### src/rtl/freq_gate_meter.sv
// Gated frequency meter: counts EDGE_i pulses over a fixed window of
// GATE_CYCLES clocks, then publishes the (saturating) count for one cycle.
module freq_gate_meter #(
  parameter int unsigned GATE_CYCLES = 50000000,
  parameter int unsigned COUNT_W     = 16
) (
  input  logic               CLK_IN,
  input  logic               RST_N,
  input  logic               EN_i,
  input  logic               EDGE_i,
  output logic [COUNT_W-1:0] COUNT_o,
  output logic               OVF_o,
  output logic               VALID_o,
  output logic               BUSY_o,
  output logic [7:0]         LED_o
);

  localparam int unsigned TIMER_W = (GATE_CYCLES > 1) ? $clog2(GATE_CYCLES) : 1;
  localparam logic [TIMER_W-1:0] TIMER_LAST = TIMER_W'(GATE_CYCLES - 1);
  localparam logic [COUNT_W-1:0] ACC_MAX    = '1;

  typedef enum logic [1:0] {
    S_IDLE  = 2'd0,
    S_GATE  = 2'd1,
    S_LATCH = 2'd2
  } state_t;

  state_t               r_state;
  state_t               w_state_nxt;
  logic [TIMER_W-1:0]   r_timer;
  logic [COUNT_W-1:0]   r_acc;
  logic                 r_ovf;
  logic [COUNT_W-1:0]   r_count;
  logic                 r_cnt_ovf;
  logic                 r_valid;
  logic                 r_busy;
  logic [7:0]           r_led;

  logic                 w_last;
  logic                 w_acc_full;
  logic [COUNT_W-1:0]   w_acc_sum;
  logic                 w_ovf_sum;
  logic                 w_gate_hold;
  logic                 w_gate_done;
  logic [7:0]           w_led_cnt;

  // Window bookkeeping: last timer step, saturating accumulate including this cycle's edge
  always_comb begin
    w_last      = (r_timer == TIMER_LAST);
    w_acc_full  = (r_acc == ACC_MAX);
    w_acc_sum   = r_acc;
    if (EDGE_i && !w_acc_full) begin
      w_acc_sum = r_acc + COUNT_W'(1);
    end
    w_ovf_sum   = r_ovf | (EDGE_i & w_acc_full);
    w_gate_hold = (r_state == S_GATE) && (w_state_nxt == S_GATE);
    w_gate_done = (r_state == S_GATE) && (w_state_nxt == S_LATCH);
  end

  // Display value: low byte of the count, zero-extended for narrow counters
  generate
    if (COUNT_W >= 8) begin : g_led_wide
      assign w_led_cnt = w_acc_sum[7:0];
    end else begin : g_led_narrow
      assign w_led_cnt = {{(8 - COUNT_W){1'b0}}, w_acc_sum};
    end
  endgenerate

  // Next-state logic; dropping EN_i aborts the window even on its last cycle
  always_comb begin
    w_state_nxt = r_state;
    case (r_state)
      S_IDLE: begin
        if (EN_i) begin
          w_state_nxt = S_GATE;
        end
      end
      S_GATE: begin
        if (!EN_i) begin
          w_state_nxt = S_IDLE;
        end else if (w_last) begin
          w_state_nxt = S_LATCH;
        end
      end
      S_LATCH: begin
        w_state_nxt = EN_i ? S_GATE : S_IDLE;
      end
      default: begin
        w_state_nxt = S_IDLE;
      end
    endcase
  end

  // State register
  always_ff @(posedge CLK_IN or negedge RST_N) begin
    if (!RST_N) begin
      r_state <= S_IDLE;
    end else begin
      r_state <= w_state_nxt;
    end
  end

  // Timer/accumulator advance only while staying in GATE; any other path clears them
  always_ff @(posedge CLK_IN or negedge RST_N) begin
    if (!RST_N) begin
      r_timer <= '0;
      r_acc   <= '0;
      r_ovf   <= 1'b0;
    end else if (w_gate_hold) begin
      r_timer <= r_timer + TIMER_W'(1);
      r_acc   <= w_acc_sum;
      r_ovf   <= w_ovf_sum;
    end else begin
      r_timer <= '0;
      r_acc   <= '0;
      r_ovf   <= 1'b0;
    end
  end

  // Result registers change only when a window completes into LATCH
  always_ff @(posedge CLK_IN or negedge RST_N) begin
    if (!RST_N) begin
      r_count   <= '0;
      r_cnt_ovf <= 1'b0;
      r_led     <= 8'h00;
    end else if (w_gate_done) begin
      r_count   <= w_acc_sum;
      r_cnt_ovf <= w_ovf_sum;
      r_led     <= w_ovf_sum ? 8'hFF : w_led_cnt;
    end
  end

  // Registered status flags track the state being entered
  always_ff @(posedge CLK_IN or negedge RST_N) begin
    if (!RST_N) begin
      r_busy  <= 1'b0;
      r_valid <= 1'b0;
    end else begin
      r_busy  <= (w_state_nxt == S_GATE);
      r_valid <= (w_state_nxt == S_LATCH);
    end
  end

  assign COUNT_o = r_count;
  assign OVF_o   = r_cnt_ovf;
  assign VALID_o = r_valid;
  assign BUSY_o  = r_busy;
  assign LED_o   = r_led;

endmodule
### config.mk
export PLATFORM = sky130hd
export DESIGN_NAME = freq_gate_meter
export DESIGN_NICKNAME = d
export VERILOG_FILES = /design/src/rtl/freq_gate_meter.sv
export SDC_FILE = /design/constraint.sdc
export NUM_CORES = 1
export LEC_CHECK = 0
export CAP_MARGIN = 20
export CELL_PAD_IN_SITES_DETAIL_PLACEMENT = 0
export CELL_PAD_IN_SITES_GLOBAL_PLACEMENT = 1
export CORE_UTILIZATION = 40
export CTS_CLUSTER_DIAMETER = 120
export DETAILED_ROUTE_END_ITERATION = 7
export PLACE_DENSITY_LB_ADDON = 0.1
export SYNTH_ARGS = -nofsm -noshare
export SYNTH_HDL_FRONTEND = slang
export SYNTH_SLANG_ARGS = --single-unit
### constraint.sdc
create_clock -name CLK_IN -period 4.1 [get_ports CLK_IN]
set_clock_uncertainty 0.05 [all_clocks]
set_input_delay 0.82 -clock CLK_IN [delete_from_list [all_inputs] [get_ports CLK_IN]]
set_output_delay 0.82 -clock CLK_IN [all_outputs]
set_load 0.03 [all_outputs]
Word-level counts from Yosys, hierarchy flattened
Cells that the tools add are included.

word-level totals
  register bits after elaboration = 72
  bits of input ports = 4
  output and inout bits = 27
  logic and storage cells = 34

cells by class
  add/subtract/negate cells = 2
  eq/ne operators = 6
  muxes and demuxes = 10
  bitwise gates (word level) = 2
  reduce and logical (&&, ||, !) cells = 5

operator list
  cell                                                              count
  16-bit 2-to-1 mux                                                 2
  26-bit by 1-bit adder with 26-bit output (second input constant)  1
  26-bit == test (second input constant)                            1
  26-bit 2-to-1 mux                                                 1
  16-bit by 1-bit adder with 16-bit output (second input constant)  1
  16-bit == test (second input constant)                            1
  8-bit 2-to-1 mux                                                  1
  2-bit 2-to-1 mux                                                  3
  2-bit case mux with 3 select lines                                1
  2-bit by 1-bit == test with 1-bit output (second input constant)  2
  2-bit == test (second input constant)                             2
  1-bit logical AND                                                 3
  2-bit logical NOT                                                 1
  1-bit 2-to-1 mux                                                  2
  1-bit bitwise AND                                                 1
  1-bit logical NOT                                                 1
  1-bit bitwise OR                                                  1

Depth between registers and ports, before layout
  depth in word-level cells = 7
  depth in mapped cells = 8

Least setup slack after synthesis
Ideal clock, no wire load.

  kind = input -> register
  from = in EDGE_i
  to = reg r_count[15], in the netlist COUNT_o[15]
  library setup time = 0.121 ns
  arrival = 1.788 ns
  data required time = 3.929 ns
  slack = 2.141 ns
  stages on the path = 5
  buffers on the path = 0
  cells stage by stage = nand3_1 or3_1 nor3_1 mux2i_1 o21ai_2

on the way
  longest elaborated chain between the ends = 2

RTL lines
  what                  RTL line  source
  from (decl)           10        input logic EDGE_i,
  1-bit logical AND     52        if (EDGE_i && !w_acc_full) begin
  16-bit 2-to-1 mux     52
  to (signal assigned)  127       r_count <= w_acc_sum;
  to (decl)             33        logic [COUNT_W-1:0] r_count;

Every way passes these cells.
A chain may end at the register's enable or synchronous reset.

Final worst setup path
  from = reg r_timer[0]
  to = reg r_timer[15]

on the way
  longest elaborated chain between the ends = 7
  elaborated cells on any way between the ends = 8

RTL lines
  what                                      RTL line  source
  from (decl)                               30        logic [TIMER_W-1:0] r_timer;
  from (signal assigned)                    110       r_timer <= r_timer + TIMER_W'(1);
  26-bit == test                            49        w_last = (r_timer == TIMER_LAST);
  2-bit 2-to-1 mux                          81        end else if (w_last) begin
  2-bit 2-to-1 mux                          79        if (!EN_i) begin
  2-bit case mux with 3 select lines        72        case (r_state)
  2-bit by 1-bit == test with 1-bit output  56        w_gate_hold = (r_state == S_GATE) && (w_state_nxt == S_GATE);
  1-bit logical AND                         56
  26-bit 2-to-1 mux *                       109       end else if (w_gate_hold) begin

Mark *: on every way between the ends. The rest lies on a longest branch, timed or not.

==> results.json <==
{
  "status": "completed",
  "worstPathArrival_ns": 2.75,
  "port_buffers": 30,
  "period_share_pct": 62.8,
  "cts_root_buffer": "clkbuf_8",
  "dieHeight_um": 93.6,
  "worst_pin_slew_ns": 0.891,
  "antenna_cells": 0,
  "numCtsBuffers": 9,
  "post-route-drc-count": 0,
  "grt_pass1_vias": 2346,
  "maxSlewViolCount": 0,
  "antenna_found_initial": 0,
  "grt_max_degree": 73,
  "clk_path_buf_depth": 2,
  "synth_top_family_by_area": "simple AND/OR/NAND/NOR gates",
  "yosysTopAreaCellShare_pct": 53.7,
  "grt-ovfl-total": 0,
  "max_freq_mhz": 389,
  "intPower_uw": 1140,
  "hold_ws_ns": 0.429,
  "async_flop_share_pct": 100,
  "cts_hold_buf": 0,
  "cts_max_level": 3,
  "power_leakage_uw": 0.00168,
  "seq_power_share_pct": 49.8,
  "critPathMaxFanout": 24,
  "r2r_cells": 7,
  "routed_wl_um": 6740,
  "die-area_um2": 8770,
  "clkPwrFrac_pct": 47.9,
  "synth_edf_count": 0,
  "grt_setup_unrepaired": "false",
  "synth_simple_gate_area_share_pct": 25.1,
  "ir_worst_vdd_uv": 173,
  "synthFlopType": "dfrtp_1",
  "hold_class": "reg2reg",
  "hold_depth": 2,
  "relSlewSlack_pct": 40.6,
  "hold_viol": 0,
  "antenna_left": 0,
  "syn_avg_cell_area_um2": 10.3,
  "synth_area_leader_cell": "dfrtp_1",
  "wl_per_cell_um": 14.4,
  "cts_resized": 0,
  "gp_congestion": 0.738,
  "yosys.area_share.xor_xnor_pct": 8.08,
  "switchingPower_uw": 296,
  "num_rows": 33,
  "pwr-share-comb_pct": 2.3,
  "setup_viol": 0,
  "swShare_pct": 20.6,
  "grt_pass1_wl_um": 11700,
  "syn-cell-area_um2": 3360,
  "fin_nets": 365,
  "clkTransAtPathRegs_ns": 0.08,
  "yosysWarnings": 0,
  "ys_seq_area_share_pct": 53.7,
  "die_w_um": 93.6,
  "synthAdderAreaFrac_pct": 0.745,
  "via_count": 2407,
  "syn_inst": 326,
  "n_fill_cell": 790,
  "period_minus_slack_ns": 2.57,
  "setup-tns-final_ns": 0,
  "grt_use_total_pct": 17.5,
  "start_kind": "flip-flop",
  "vias_per_cell": 5.13,
  "drive_gt1_share_pct": 11.8,
  "cts_tree": "built",
  "cp-end-kind": "flip-flop",
  "dr.pass1.iters": 6,
  "synth_nets": 332,
  "clock_latency_ns": 0.35,
  "required_ns": 4.27,
  "drtIter0Drc": 69,
  "initial_utilization_pct": 41.1,
  "ys_types": 46,
  "coreArea_um2": 8180,
  "power_density_nw_per_um2": 362,
  "synth_compound_area_share_pct": 8.05,
  "io_pins": 31,
  "syn2layout_area_growth_pct": 18.0,
  "hpwl_um": 4410,
  "timing_worst_setup_path_type": "reg2reg",
  "drv_cap": 0,
  "netlist_top_cells_area": "dfrtp_1, nor2_1, xor2_1",
  "cts_sinks": 72,
  "yosys_register_bits": 72,
  "cts_setup_buffers": 0,
  "muxShareOfSynthArea_pct": 0.894
}
-- registers in the layout (all words and copies together) (netlist names) --
register  count
LED_o         8
VALID_o       1
BUSY_o        1
r_timer      26
OVF_o         1
r_state       2
r_acc        16
r_ovf         1
COUNT_o      16
-- stage by stage --
step           util [%]  power (µW)  setup slack (ns)  instance area [µm²]  std cells
6_report           48.5        1440              1.53                 3960        469
4_1_cts            48.5        1460              1.49                 3960        469
2_1_floorplan         -         741              2.14                 3360        326
5_1_grt            48.5        1490              1.26                 3960        469
3_3_place_gp       45.5         765              1.28                 3720        453
3_5_place_dp       45.5         765              1.23                 3720        453
-- final cells by class --
class | instances | area [µm²] | area share (%)
Tap cell | 105 | 131 | 3.31
Inverter | 6 | 22.5 | 0.568
Multi-Input combinational cell | 237 | 1450 | 36.5
Sequential cell | 72 | 1800 | 45.5
Clock buffer | 11 | 141 | 3.57
Timing Repair Buffer | 33 | 318 | 8.02
Clock inverter | 5 | 104 | 2.62
-- cell usage after synthesis, types with 2 or more instances --
cell / n
ha_1: 2
xor2_1: 16
nand4_2: 2
nor3b_1: 4
nor4_1: 3
nor4b_1: 2
a21boi_0: 2
inv_1: 5
nor2_1: 57
buf_6: 4
mux2i_1: 3
o21ai_2: 14
nand2_1: 31
o21a_1: 2
nand4_1: 12
and4_1: 5
nand3_1: 17
nor3_1: 7
a21oi_1: 7
a31oi_1: 2
buf_2: 6
nand2b_1: 3
or3_1: 2
and2_1: 3
o21ai_0: 5
xnor2_1: 15
and3_1: 5
dfrtp_1: 72
-- critical path: stages, from the launching register on --
cell     delay (ns)
dfrtp_1        0.42
ha_1           0.25
and2_2         0.22
nand2_4        0.07
or3_1          0.43
nand2_1        0.51
buf_4          0.40
nor2_1         0.09
-- metal layers --
metal | part of all wire, % | GRT usage [%] | up-vias
li1 | - | - | 1199
met1 | 48 | 23.4 | 1166
met2 | 48 | 27.5 | 33
met3 | 2.7 | 3.09 | 9
met5 | 0 | 0 | -
met4 | 1.6 | 8.08 | 0
-- power by group through the flow --
stage	clock [µW]	sequential, µW	combinational (µW)
6_report	688	715	33.7
5_1_grt	733	715	39.9
4_1_cts	708	715	35.7
3_5_place_dp	0	729	35.6
3_3_place_gp	0	729	35.6
2_1_floorplan	0	729	11.6
-- cells in the final DEF, fill, tap and decap left out, drive strengths merged, types with 2 or more instances in the layout --
master / n
bufinv: 3
and3: 5
buf: 4
and4: 6
inv: 6
nor2: 57
nand3: 17
clkinv: 2
nand2b: 3
xnor2: 15
xor2: 16
nor3b: 4
nand4: 14
o21a: 2
a21oi: 7
or3: 2
o21ai: 20
dfrtp: 72
ha: 2
nor4b: 2
clkdlybuf4s50: 29
nor4: 4
a31oi: 2
nor3: 7
clkbuf: 11
nand2: 32
a21boi: 2
mux2i: 3
and2: 4
-- final timing paths --
| check | startpoint | end | slack, ns |
|---|---|---|---|
| max reg2reg | r_timer[0] | r_timer[15] | 1.53 |
| min reg2reg | COUNT_o[13] | COUNT_o[13] | 0.43 |
| min | COUNT_o[13] | COUNT_o[13] | 0.43 |
| min in group asynchronous | RST_N | VALID_o | 0.63 |
| max in group asynchronous | RST_N | r_timer[17] | 2.79 |
| max | r_timer[0] | r_timer[15] | 1.53 |
-- cell families (layout without fill, tap and decap cells) --
group	count (synthesis)	count (layout)
muxes	3	3
DFF	72	72
and+or+nand+nor	163	163
xor gates and xnor gates	31	31
buffers and inverters	17	55
AOI/OAI and AO/OA	38	38
adders and majority gates	2	2
Power figures use the tool's default switching activity.
